$ cat config.mk
export PLATFORM = sky130hd
export DESIGN_NAME = rx_pack_ctrl
export DESIGN_NICKNAME = d
export VERILOG_FILES = /design/src/rtl/rx_pack_pkg.sv /design/src/rtl/rx_occ_counter.sv /design/src/rtl/rx_pack_ctrl.sv
export SDC_FILE = /design/constraint.sdc
export NUM_CORES = 1
export LEC_CHECK = 0
export CAP_MARGIN = 30
export CORE_MARGIN = 4
export CORE_UTILIZATION = 48
export CTS_CLUSTER_DIAMETER = 80
export CTS_CLUSTER_SIZE = 16
export DETAILED_ROUTE_END_ITERATION = 16
export GPL_TIMING_DRIVEN = 1
export PLACE_DENSITY_LB_ADDON = 0.25
export SLEW_MARGIN = 20
export SYNTH_ARGS = -nofsm -noshare
export SYNTH_HDL_FRONTEND = slang
export SYNTH_SLANG_ARGS = --single-unit
$ cat constraint.sdc
create_clock -name clk -period 3.7 [get_ports clk]
set_clock_uncertainty 0.2 [all_clocks]
set_input_delay 0.555 -clock clk [delete_from_list [all_inputs] [get_ports clk]]
set_output_delay 0.555 -clock clk [all_outputs]
set_load 0.01 [all_outputs]
$ cat src/rtl/rx_pack_pkg.sv
// rtl/rx_pack_pkg.sv - shared types, size encodings and helpers for the rx FIFO read controller
package rx_pack_pkg;

  localparam int RX_DEPTH = 64;

  typedef enum logic [1:0] {
    IDLE  = 2'd0,
    POP   = 2'd1,
    DONE  = 2'd2,
    FLUSH = 2'd3
  } state_t;

  localparam logic [1:0] SZ_1B   = 2'b00;
  localparam logic [1:0] SZ_2B   = 2'b01;
  localparam logic [1:0] SZ_4B   = 2'b10;
  localparam logic [1:0] SZ_RSVD = 2'b11;

  // Reserved encoding maps to 0 bytes so callers can treat it as "reject".
  function automatic logic [2:0] size_to_bytes(input logic [1:0] size);
    case (size)
      SZ_1B:   return 3'd1;
      SZ_2B:   return 3'd2;
      SZ_4B:   return 3'd4;
      default: return 3'd0;
    endcase
  endfunction

endpackage

$ cat src/rtl/rx_occ_counter.sv
// rtl/rx_occ_counter.sv - saturating up/down shadow occupancy counter for the rx FIFO
// Ports: clk, n_rst (async active-low), inc (FIFO write), dec (FIFO pop), count (bytes held).
module rx_occ_counter
  import rx_pack_pkg::*;
#(
  parameter int DEPTH = RX_DEPTH,
  parameter int CNT_W = $clog2(DEPTH) + 1
) (
  input  logic             clk,
  input  logic             n_rst,
  input  logic             inc,
  input  logic             dec,
  output logic [CNT_W-1:0] count
);

  // A write while full is dropped by the FIFO, so it is not counted.
  // A write and pop in the same cycle cancel out.
  always_ff @(posedge clk or negedge n_rst) begin
    if (!n_rst) begin
      count <= '0;
    end else if (inc && !dec && (count < CNT_W'(DEPTH))) begin
      count <= count + CNT_W'(1);
    end else if (dec && !inc && (count != '0)) begin
      count <= count - CNT_W'(1);
    end
  end

endmodule

$ cat src/rtl/rx_pack_ctrl.sv
// rtl/rx_pack_ctrl.sv - rx FIFO read controller packing 1/2/4 popped bytes into a 32-bit host word
// Build option: RX_PACK_BE_EN selects big-endian right-aligned packing (default little-endian).
// Ports: clk, n_rst (async active-low); rx_w_enable (FIFO write copy), fifo_empty, fifo_r_data,
//        fifo_r_enable (pop); host_req, host_size, host_flush (requests); host_data, host_valid,
//        host_err (results); busy (not IDLE); occupancy (shadow byte count).
module rx_pack_ctrl
  import rx_pack_pkg::*;
#(
  parameter int DEPTH = RX_DEPTH,
  parameter int CNT_W = $clog2(DEPTH) + 1
) (
  input  logic             clk,
  input  logic             n_rst,
  input  logic             rx_w_enable,
  input  logic             fifo_empty,
  input  logic [7:0]       fifo_r_data,
  output logic             fifo_r_enable,
  input  logic             host_req,
  input  logic [1:0]       host_size,
  input  logic             host_flush,
  output logic [31:0]      host_data,
  output logic             host_valid,
  output logic             host_err,
  output logic             busy,
  output logic [CNT_W-1:0] occupancy
);

  state_t     state, state_nxt;
  logic [1:0] idx;
  logic [2:0] remaining;
  logic [2:0] req_bytes;
  logic       req_bad;
  logic [1:0] lane;

  assign req_bytes = size_to_bytes(host_size);
  // Reject before any pop: reserved size, or fewer bytes buffered than asked for.
  assign req_bad   = (req_bytes == 3'd0) || (occupancy < CNT_W'(req_bytes));

`ifdef RX_PACK_BE_EN
  // Byte k of N lands in lane N-1-k, which is exactly remaining-1 at that pop.
  assign lane = 2'(remaining - 3'd1);
`else
  assign lane = idx;
`endif

  always_ff @(posedge clk or negedge n_rst) begin
    if (!n_rst) begin
      state <= IDLE;
    end else begin
      state <= state_nxt;
    end
  end

  always_comb begin
    state_nxt     = state;
    fifo_r_enable = 1'b0;
    busy          = (state != IDLE);
    case (state)
      IDLE: begin
        if (host_flush) begin
          state_nxt = FLUSH;
        end else if (host_req && !req_bad) begin
          state_nxt = POP;
        end
      end
      POP: begin
        fifo_r_enable = !fifo_empty;
        if (!fifo_empty && (remaining == 3'd1)) begin
          state_nxt = DONE;
        end
      end
      DONE: begin
        state_nxt = IDLE;
      end
      FLUSH: begin
        fifo_r_enable = !fifo_empty;
        if (fifo_empty) begin
          state_nxt = IDLE;
        end
      end
      default: state_nxt = IDLE;
    endcase
  end

  always_ff @(posedge clk or negedge n_rst) begin
    if (!n_rst) begin
      host_data  <= '0;
      host_valid <= 1'b0;
      host_err   <= 1'b0;
      idx        <= '0;
      remaining  <= '0;
    end else begin
      host_valid <= 1'b0;
      host_err   <= 1'b0;
      if ((state == IDLE) && !host_flush && host_req) begin
        if (req_bad) begin
          host_err <= 1'b1;
        end else begin
          remaining <= req_bytes;
          idx       <= '0;
          host_data <= '0;
        end
      end
      if ((state == POP) && !fifo_empty) begin
        host_data[{lane, 3'b000} +: 8] <= fifo_r_data;
        idx       <= idx + 2'd1;
        remaining <= remaining - 3'd1;
        // Registered so the pulse coincides with the DONE cycle.
        if (remaining == 3'd1) begin
          host_valid <= 1'b1;
        end
      end
    end
  end

  rx_occ_counter #(
    .DEPTH(DEPTH),
    .CNT_W(CNT_W)
  ) u_occ (
    .clk  (clk),
    .n_rst(n_rst),
    .inc  (rx_w_enable),
    .dec  (fifo_r_enable),
    .count(occupancy)
  );

endmodule

==> After elaboration in Yosys (flattened, before gate mapping) <==
Cells that the tools add are included.
{ "op_classes": {"n_addsub": 5, "n_mul": 0, "div_mod_pow": 0, "n_lt_le_gt_ge": 2, "n_eq_ne": 10, "shift": 2, "mux": 23, "bitwise_logic": 0, "n_reduce_logical": 25} }
{ "op_table": {"columns": ["cell", "n"], "rows": [
  ["$mux 32", 3],
  ["$bwmux 32", 1],
  ["$shift 8x7->32 const A", 1],
  ["$shiftx 8x7->32", 1],
  ["$mux 2", 7],
  ["$mux 7", 2],
  ["$logic_and 1x1->1", 9],
  ["$mux 3", 3],
  ["$pmux 3 s3", 1],
  ["$pmux 2 s4", 1],
  ["$add 7x1->7 const B", 1],
  ["$lt 7x3->1", 1],
  ["$lt 7x7->1 const B", 1],
  ["$neg 5->7", 1],
  ["$reduce_bool 7->1", 1],
  ["$sub 7x1->7 const B", 1],
  ["$eq 2x2->1 const B", 3],
  ["$reduce_bool 2->1", 3],
  ["$logic_not 1->1", 5],
  ["$mux 1", 5],
  ["$eq 2x1->1 const B", 2],
  ["$logic_not 2->1", 2],
  ["$ne 2x2->1 const B", 2],
  ["$eq 3x1->1 const B", 1],
  ["other kinds (9)", 9]
]} }
{ "word_totals": {"ff_bits": 48, "latchBits": 0, "mem_bits_rw": 0, "romBits": 0, "inputBits": 16, "out_inout_bits": 43, "wordCells": 74, "n_memories": 0} }

==> Logic depth before layout (Yosys ltp) <==
Gate-level depths: netlist of the first run.
{ "depth": {"word_depth": 9, "ltp_mapped": 9, "mapped_depth_nobuf": 9} }

==> By module <==
From an unflattened synthesis of the first run, not the netlist that was laid out.
{ "unflattened": {"hier_cells": 193, "hier_area_um2": 2374.8} }
{ "modules_own_cells": {"columns": ["mod", "n_inst", "cells_per_inst", "area_per_inst_um2", "seq_area_each_um2"], "rows": [
  ["rx_pack_ctrl", 1, 144, 1821.7, 1026.0],
  ["rx_occ_counter", 1, 49, 553.0, 175.2]
]} }

==> Least setup slack after synthesis of the first run <==
OpenSTA, ideal clock, no wires.
{ "synth_timing": {"kind": "input to register", "startpoint": "input port fifo_empty", "endpoint": "register u_occ.count[6]", "setup_time_ns": 0.087, "arrival_ns": 2.631, "required_ns": 3.413, "slack_ns": 0.782, "cell_stages": 9, "path_buffers": 0, "cell_sequence": "nand2b_1 > inv_2 > or3_1 > fa_1 > a21o_1 > a211oi_1 > o21bai_1 > or4_1 > o211ai_1"} }
{ "synth_between": {"elab_chain_cells": 6, "word_cells_on_any_way": 9, "cone_classes": "mux: 2; reduce/logical: 7"} }
{ "synth_rtl": {"columns": ["item", "line", "rtl"], "rows": [
  ["from (decl)", "rx_pack_ctrl.sv:15", "input logic fifo_empty,"],
  ["$logic_not 1->1 (*)", "rx_pack_ctrl.sv:67, rx_pack_ctrl.sv:76", null],
  ["$mux 1 (*)", null, null],
  ["named net fifo_r_enable", "rx_pack_ctrl.sv:17", "output logic fifo_r_enable,"],
  ["$logic_not 1->1", "rx_occ_counter.sv:21", "end else if (inc && !dec && (count < CNT_W'(DEPTH))) begin"],
  ["$logic_and 1x1->1 (2 in a row)", "rx_occ_counter.sv:21", null],
  ["$mux 7 / $reduce_bool 2->1 (equally long branches)", null, null],
  ["to (signal assigned)", "rx_occ_counter.sv:22", "count <= count + CNT_W'(1);"],
  ["to (signal assigned)", "rx_occ_counter.sv:24", "count <= count - CNT_W'(1);"],
  ["to (decl)", "rx_occ_counter.sv:13", "output logic [CNT_W-1:0] count"]
]} }
Mark *: on every way through the listed nets, which the timed path passes. The rest lies on a longest branch.
A chain may end at the register's enable or synchronous reset.

==> Worst setup path after layout of the first run <==
{ "layout_timing": {"startpoint": "input port fifo_empty", "endpoint": "register u_occ.count[6]"} }
{ "layout_between": {"elab_chain_cells": 6, "word_cells_on_any_way": 9, "cone_classes": "mux: 2; reduce/logical: 7"} }
{ "layout_rtl": {"columns": ["item", "line"], "rows": [
  ["$logic_not 1->1 (*)", "rx_pack_ctrl.sv:67, rx_pack_ctrl.sv:76"],
  ["$mux 1 (*)", null],
  ["$logic_not 1->1", "rx_occ_counter.sv:21"],
  ["$logic_and 1x1->1 (2 in a row)", "rx_occ_counter.sv:21"],
  ["$mux 7 / $reduce_bool 2->1 (equally long branches)", null]
]} }
Mark *: on every way between the ends. The rest lies on a longest branch, timed or not.

==> results by group, run 1 <==
Power and ir drop
  – Power Dens Cells: 846 nW/um^2
  – Total chip power: about 2.6 mW
  – Peak supply drop: 0.458 mV
  – P_leak: 1.36 nW

Cells and area
  – Fillers: around 360
  – Area growth from synthesis to layout: 34.5%
  – Core Util, Final: about two thirds
  – Ratio of cells with drive above 1 in the final layout: 11.2%
  – Reg area: about 1200 sq um
  – Multi-input gate area: between 1000 and 1500 sq um
  – Non-Filler Instances: 303
  – Ant diodes: 0
  – Design area: between 3000 and 4000 sq um
  – Final nets: 281

Detailed routing
  – Vias per inst: 5.86
  – Number of detailed-route iterations in the first pass: 5
  – DR iter-0 viols: 91
  – Via Count: 1776
  – Post-route DRC: 0
  – Drt wl/cell: 16.9 um
  – Post-route ant nets: 0
  – Total wire length: just over 5000 um

Place
  – HPWL Detailed: 3890 um
  – Routability cong.: approximately 0.81
  – Place WS: roughly 160 ps
  – Dpl cells: 293
  – Port-buffer cells: 58
  – Area of placed instances: approximately 2900 sq um

Synthesis
  – Synth Flop Type: dfrtp_1
  – Count leader, synth: dfrtp_1
  – Post-synth top cells: dfrtp_1 (48), a22o_1 (32), ha_1 (14)
  – Top cell type's share of synthesized area: 52.6%
  – Syn nets: 214
  – Area leader, netlist: dfrtp_1
  – Syn Inst Count: 183
  – Cell Area, Synth: about 2300 sq um
  – #FFs+latches synth: 48
  – Part of the Yosys area used for sequential elements: 52.6%
  – Avg Inst Size Synth: 12.5 sq um
  – Post-synth EDFFs: 0
  – Largest cells by area after synthesis: dfrtp_1 (53%), a22o_1 (12%), ha_1 (7.7%), mux2_2 (2.5%), a21oi_4 (2.1%)
  – Ys async rst share: 100%
  – Count of different cell masters after synthesis: between 40 and 50
  – Ys Warns: 0

Die
  – Die ar.: 5920 sq um
  – Core area: 4470 sq um
  – Ports: a little under 60
  – # rows: 24
  – Die Y: about 77 um
  – Die span in x: 77.0 um
  – Starting Density: 51.0%

Status
  – Status: complete, no violations

Flow run
  – Maxcap violations: 0

Worst setup path
  – Origin of the critical flop-to-flop path: state[0]
  – Reg2Reg Depth: 9
  – Crit Path Class: in -> reg
  – Critical Path AT: around 3300 ps
  – CP Launch Type: primary input
  – Crit. End Element: register
  – R2r endpoint: u_occ.count[6]
  – CP max FO: 7
  – End of the critical path: u_occ.count[6]
  – Reg-to-reg slack, setup: 800 ps
  – WP data required: 3720 ps
  – Crit path launch: fifo_empty

Clock tree
  – Clk pin slew, worst setup/hold paths: around 90 ps
  – Setup bufs post-CTS: 0
  – Clock root buffer: clkbuf_8
  – CTS Buffer Depth: 2
  – H-tree depth: 2
  – Worst-Skew Late Latency: 300 ps
  – TritonCTS buffer count: 5
  – TritonCTS clock tree: built
  – Sink Count: 48

GRT
  – Vias in the first global route: 1844
  – Largest net degree at the start of global routing: 31
  – Routing usage on met3: 5.62%
  – GRT Total Usage: 19.0%
  – Grt peak-use layer: met2
  – First-pass GRT wire length: 9110 um
  – Remaining Overflow, GRT: 0
  – GR Util met1: 25.6%
  – Met2 usage: between 30% and 40%
  – Initial antenna violation count: 0

STA
  – Setup TNS: 0 ps
  – Period minus WS final: 3250 ps
  – Setup Viol. Count Final: 0
  – RSZ-0062 raised after global routing: false
  – Slew margin rel.: around 60%
  – PnR worst setup slack: approximately 450 ps
  – Period Utilization, post-route: 87.7%
  – Worst-Margin Slew: 609 ps
  – Hold Violations, Final: 0
  – Max Slew Vio Count: 0
  – WHS: 309 ps
  – F_max: 0.308 GHz

Worst hold path
  – Hold_sp: host_data[14]
  – Hold/Removal Path Class: reg -> reg
-- flip-flops by register name (all words and copies together) (netlist names) --
register     flops
u_occ.count      7
remaining        3
host_valid       1
host_err         1
host_data       32
idx              2
state            2
-- how the worst min path moves through the flow --
stage	slack [ps]	to	cells after the start
CTS	310	host_data[29]	1
detailed placement	290	host_data[14]	1
global route	320	host_data[18]	1
global placement	290	host_data[5]	1
floorplan	60	host_data[0]	0
finish	310	host_data[14]	1
-- layout by cell type, fill, tap and decap left out, types with 4 or more instances in the layout --
cell type	instances
nor2_1	5
xnor2_1	4
nand2b_1	5
buf_4	4
mux2_2	5
inv_1	8
clkdlybuf4s50_1	57
clkbuf_8	5
ha_1	14
a21oi_1	6
nand2_1	7
a22o_1	32
dfrtp_1	48
-- what timing repair did --
item,4_1_cts,5_1_grt
hold buffers,1,0
resized for setup,0,0
hold endpoints to repair,3,0
-- cells by family after synthesis --
kind of cell | Yosys count | share of synthesized area (%)
XOR/XNOR | 5 | 1.92
flip-flops | 48 | 52.6
multiplexers | 6 | 2.90
AO/OA/AOI/OAI | 64 | 23.6
adder cells (fa/ha/maj) | 15 | 8.55
buffers and inverters | 13 | 2.52
AND/OR/NAND/NOR | 32 | 7.95
-- final cells by class --
cell class / instances / area share (%)
tap: 52 / 2.12
clock inverter: 3 / 1.38
multi-input combinational: 122 / 33.4
inverter: 9 / 1.10
clock buffer: 5 / 2.24
timing repair buffer: 64 / 20.7
sequential: 48 / 39.1
-- where the power goes --
part	switching, mW	internal [mW]	total, mW	leakage (nW)
logic	0.574	0.726	1.30	0.671
registers	0.181	0.743	0.923	0.632
clock network	0.175	0.200	0.375	0.0541
-- layer usage --
| layer | share of wire, % | wire length, um | vias to the layer above |
|---|---|---|---|
| met4 | 1.7 | 85 | 0 |
| met2 | 47 | 2410 | 64 |
| li1 | - | - | 824 |
| met1 | 45 | 2290 | 877 |
| met3 | 6.4 | 329 | 11 |
| met5 | 0 | 0 | - |
-- critical path, stage by stage --
cell and delay, ps:
clkdlybuf4s50_1 470, nand2b_1 210, inv_2 70, or3_1 440
fa_1 440, a21o_1 200, a211oi_1 230, o21bai_1 130
or4_1 410, o211ai_1 100
No activity file was read; power rests on OpenSTA's default activity.
==> run 2: changes to the inputs <==
--- a/config.mk
+++ b/config.mk
@@ -13,7 +13,7 @@
 export DETAILED_ROUTE_END_ITERATION = 16
 export GPL_TIMING_DRIVEN = 1
 export PLACE_DENSITY_LB_ADDON = 0.25
-export SLEW_MARGIN = 20
+export SLEW_MARGIN = 5
 export SYNTH_ARGS = -nofsm -noshare
 export SYNTH_HDL_FRONTEND = slang
 export SYNTH_SLANG_ARGS = --single-unit
==> constraint.sdc (replaced) <==
create_clock -name clk -period 3.3 [get_ports clk]
set_clock_uncertainty 0.2 [all_clocks]
set_input_delay 0.495 -clock clk [delete_from_list [all_inputs] [get_ports clk]]
set_output_delay 0.495 -clock clk [all_outputs]
set_load 0.01 [all_outputs]
==> run 2 against run 1 <==
Via count decreased by 3.7%. Utilization increased by 0.53 points. Critical path type unchanged. Critical endpoint unchanged. Count of clock-buffer cells in the layout increased by 1. Combinational power increased by 13%. Largest cell class unchanged. Clock power decreased by 3%. Die area unchanged.
==> results by group, run 2 (synthesized netlist as in run 1, its figures left out) <==
Cells and area
  – Multi-input gate area: 1020 sq um
  – Most frequent cells in the layout: clkdlybuf4s50_1 (57), dfrtp_1 (48), a22o_1 (32), ha_1 (14), buf_4 (9)
  – Reg area: 1200 sq um
  – Reg with most FFs: host_data
  – Final nets: around 290
  – Biggest regs: host_data x32, u_occ.count x7, remaining x3
  – Design area: 3100 sq um
  – Ant diodes: 0
  – Max reg flops: 32
  – Area growth from synthesis to layout: 35.6%
  – Fillers: 339
  – Most common cell after layout, fill and taps aside: clkdlybuf4s50_1
  – Non-Filler Instances: slightly above 300
  – Ratio of cells with drive above 1 in the final layout: about an eighth

Worst hold path
  – Hold/Removal Path Class: reg -> reg
  – Worst Hold Depth: 1

STA
  – Period Utilization, post-route: 90.1%
  – RSZ-0062 raised after global routing: false
  – Slew margin rel.: 63.3%
  – PnR worst setup slack: 326 ps
  – F_max: 0.336 GHz
  – Hold Violations, Final: 0
  – Period minus WS final: 2970 ps
  – Setup TNS: 0 ps
  – Setup Viol. Count Final: 0
  – Max Slew Vio Count: 0
  – Worst-Margin Slew: 548 ps

Clock tree
  – Clk pin slew, worst setup/hold paths: 90 ps
  – Clock root buffer: clkbuf_8
  – TritonCTS clock tree: built
  – TritonCTS buffer count: 5
  – Worst-Skew Late Latency: 300 ps
  – Hold Buf Count CTS: 1
  – Sink Count: 48
  – H-tree depth: 2
  – Post_cts resized: 0
  – Setup bufs post-CTS: 0
  – CTS Buffer Depth: 2

Die
  – Die ar.: 5920 sq um
  – Ports: 59
  – Starting Density: approximately half
  – Core area: 4470 sq um
  – Die span in x: slightly below 80 um
  – # rows: 24
  – Die Y: approximately 77 um

GRT
  – Remaining Overflow, GRT: 0
  – Vias in the first global route: 1702
  – Largest net degree at the start of global routing: 32
  – GRT Total Usage: 18.3%
  – First-pass GRT wire length: 8700 um
  – Initial antenna violation count: 0

Detailed routing
  – DR iter-0 viols: 72
  – Drt wl/cell: 16.4 um
  – Number of detailed-route iterations in the first pass: 4
  – Total wire length: 5050 um
  – Post-route DRC: 0
  – Vias per inst: around 5.6
  – Post-route ant nets: 0
  – Via Count: 1711

Power and ir drop
  – P_leak: around 1.4 nW
  – Power Dens Cells: 928 nW/um^2
  – Peak supply drop: 0.520 mV

Place
  – Dpl cells: between 200 and 300
  – Routability cong.: around 0.8
  – HPWL Detailed: 3850 um
  – Area of placed instances: 2980 sq um
  – Place WS: 10.5 ps
  – Port-buffer cells: 58

Worst setup path
  – Origin of the critical flop-to-flop path: state[0]
  – R2r endpoint: u_occ.count[6]
  – CP max FO: 4
  – Critical Path AT: about 3000 ps
  – WP data required: 3320 ps
  – Crit. End Element: register
  – Crit path launch: fifo_empty
  – End of the critical path: u_occ.count[6]
  – Reg2Reg Depth: 9
  – Crit Path Class: in -> reg
  – CP Launch Type: primary input
  – Reg-to-reg slack, setup: between 600 and 700 ps

Flow run
  – Maxcap violations: 0

Status
  – Status: complete, no violations
-- run 2: cell type report --
class | instances | area share, %
clock buffers | 6 | 2.67
clock inverters | 2 | 0.485
inverters | 9 | 1.09
multi-input cells | 122 | 33.1
flip-flops and latches | 48 | 38.8
well taps | 52 | 2.10
repair buffers | 69 | 21.7
-- run 2: where the power goes --
group | switching [mW] | internal (mW)
sequential | 0.199 | 0.833
clock | 0.195 | 0.170
combinational | 0.647 | 0.828
total | 1.04 | 1.83
-- run 2: worst max-delay path: stages --
cell and delay (ps):
clkdlybuf4s50_1 460, nand2b_1 130, inv_2 40, or3_1 380
fa_1 420, a21o_1 210, a211oi_1 230, o21bai_1 130
or4_1 410, o211ai_1 90
-- run 2: worst min path at each step --
stage	startpoint	end	slack, ps
6_report	host_data[30]	host_data[30]	310
5_1_grt	host_data[30]	host_data[30]	330
4_1_cts	host_data[25]	host_data[25]	310
3_5_place_dp	n_rst	host_data[10]	260
3_3_place_gp	host_data[2]	host_data[2]	290
2_1_floorplan	n_rst	host_data[0]	-0.6
-- run 2: through the flow --
stage               hold WS (ps)  power (mW)  utilization (%)
detailed placement           257        2.52             66.6
floorplan                 -0.591        1.86                -
global placement             288        2.48             66.2
global route                 330        3.09             69.2
CTS                          308        2.90             69.0
finish                       307        2.87             69.2
-- run 2: per-layer routing --
metal	track usage (%)	vias up	routed length, um
met2	28.8	46	2400
met4	4.80	0	61
li1	-	844	-
met1	25.8	814	2360
met3	3.86	7	237
met5	0	-	0
==> run 3: changes to the inputs <==
--- a/config.mk
+++ b/config.mk
@@ -5,7 +5,6 @@
 export SDC_FILE = /design/constraint.sdc
 export NUM_CORES = 1
 export LEC_CHECK = 0
-export CAP_MARGIN = 30
 export CORE_MARGIN = 4
 export CORE_UTILIZATION = 48
 export CTS_CLUSTER_DIAMETER = 80
@@ -13,6 +12,7 @@
 export DETAILED_ROUTE_END_ITERATION = 16
 export GPL_TIMING_DRIVEN = 1
 export PLACE_DENSITY_LB_ADDON = 0.25
+export SETUP_SLACK_MARGIN = 0.05
 export SLEW_MARGIN = 5
 export SYNTH_ARGS = -nofsm -noshare
 export SYNTH_HDL_FRONTEND = slang
==> run 3 against run 2 <==
Critical path depth is the same. Critical path type unchanged. Critical endpoint unchanged. Highest routed layer unchanged. Global-route usage shrank 0.42 points. Sequential share of layout area grew 0.48 points.
==> results by group, run 3 (synthesized netlist as in run 1, its figures left out) <==
Clock tree
  – TritonCTS clock tree: built
  – Setup bufs post-CTS: 0
  – Sink Count: 48
  – CTS Buffer Depth: 2
  – Worst-Skew Late Latency: 300 ps
  – TritonCTS buffer count: 5
  – Post_cts resized: 0
  – Clk pin slew, worst setup/hold paths: 90 ps
  – H-tree depth: 2
  – Hold Buf Count CTS: 0
  – Clock root buffer: clkbuf_8

Worst setup path
  – Reg2Reg Depth: 9
  – CP max FO: 4
  – WP data required: 3320 ps
  – Crit. End Element: register
  – Crit Path Class: in -> reg
  – CP Launch Type: primary input
  – Critical Path AT: 2990 ps
  – Origin of the critical flop-to-flop path: state[0]
  – R2r endpoint: u_occ.count[6]
  – Reg-to-reg slack, setup: 600 ps

STA
  – Worst-Margin Slew: 1020 ps
  – Period Utilization, post-route: 90.1%
  – RSZ-0062 raised after global routing: false
  – F_max: 0.336 GHz
  – Setup Viol. Count Final: 0
  – Slew margin rel.: 31.8%
  – Max Slew Vio Count: 0
  – Hold Violations, Final: 0
  – Period minus WS final: 2970 ps
  – PnR worst setup slack: 326 ps
  – Setup TNS: 0 ps

Detailed routing
  – Vias per inst: 5.68
  – Post-route DRC: 0
  – Drt wl/cell: around 16 um
  – Post-route ant nets: 0
  – DR iter-0 viols: 86
  – Via Count: ~1700
  – Total wire length: 4970 um
  – Number of detailed-route iterations in the first pass: 4

GRT
  – Largest net degree at the start of global routing: 49
  – GRT Total Usage: about 18%
  – Initial antenna violation count: 0
  – First-pass GRT wire length: 8560 um
  – Vias in the first global route: 1700
  – Remaining Overflow, GRT: 0

Cells and area
  – Biggest regs: host_data x32, u_occ.count x7, remaining x3
  – Ant diodes: 0
  – Reg with most FFs: host_data
  – Max reg flops: 32
  – Ratio of cells with drive above 1 in the final layout: 12.3%
  – Core Util, Final: 68.3%
  – Final nets: 283
  – Most frequent cells in the layout: clkdlybuf4s50_1 (57), dfrtp_1 (48), a22o_1 (32), ha_1 (14)
  – Area growth from synthesis to layout: 33.9%
  – Most common cell after layout, fill and taps aside: clkdlybuf4s50_1

Place
  – Routability cong.: 0.797
  – Place WS: 12.1 ps
  – HPWL Detailed: 3740 um
  – Port-buffer cells: 58

Power and ir drop
  – Peak supply drop: 0.579 mV
  – P_leak: roughly 1.4 nW
  – Power Dens Cells: 936 nW/um^2

Die
  – Core area: 4470 sq um
  – Die span in x: roughly 77 um
  – Die Y: approximately 77 um
  – # rows: 24
  – Die ar.: approximately 5900 sq um
  – Ports: 59
  – Starting Density: 51.0%

Status
  – Status: complete, no violations

Worst hold path
  – Hold/Removal Path Class: in -> async

Flow run
  – Maxcap violations: 0
-- run 3: worst max path at each step --
stage | startpoint | depth (start not counted) | slack, ps | end
after floorplan | fifo_empty | 9 | 440 | u_occ.count[6]
after global placement | fifo_empty | 10 | 50 | u_occ.count[6]
after detailed placement | fifo_empty | 10 | 10 | u_occ.count[6]
after CTS | fifo_empty | 10 | 320 | u_occ.count[6]
after global routing | fifo_empty | 10 | 140 | u_occ.count[6]
final | fifo_empty | 10 | 330 | u_occ.count[6]
-- run 3: through the flow --
step | total power [mW] | hold WS (ps) | instances | instance area, sq um
finish | 2.86 | 163 | 305 | 3060
global route | 3.08 | 251 | 305 | 3060
floorplan | 1.86 | -0.591 | 183 | 2280
detailed placement | 2.52 | 285 | 297 | 2960
CTS | 2.89 | 202 | 305 | 3060
global placement | 2.48 | 288 | 297 | 2960
-- run 3: area by class of cell --
cell class                 instances  area (sq um)
sequential                        48          1200
fill                             344          1420
clock buffer                       6          82.6
timing repair buffer              66           636
clock inverter                     2          15.0
tap                               52          65.1
inverter                           9          33.8
multi-input combinational        122          1020
-- run 3: power by group --
group / internal, mW / switching, mW
sequential: 0.833 / 0.195
combinational: 0.823 / 0.641
clock: 0.170 / 0.199
total: 1.83 / 1.04
-- run 3: worst max-delay path, cell delays in order --
cell and delay (ps):
clkdlybuf4s50_1 460, nand2b_1 130, inv_2 40, or3_1 380, fa_1 420, a21o_1 210, a211oi_1 230, o21bai_1 130
or4_1 410, o211ai_1 90
-- run 3: per-layer routing --
| metal | vias to the layer above | track usage [%] | wire length [um] | share of wire [%] |
|---|---|---|---|---|
| li1 | 838 | - | - | - |
| met1 | 837 | 25.4 | 2370 | 48 |
| met2 | 52 | 28.4 | 2320 | 47 |
| met3 | 6 | 3.51 | 227 | 4.6 |
| met4 | 0 | 4.27 | 55 | 1.1 |
| met5 | - | 0 | 0 | 0 |
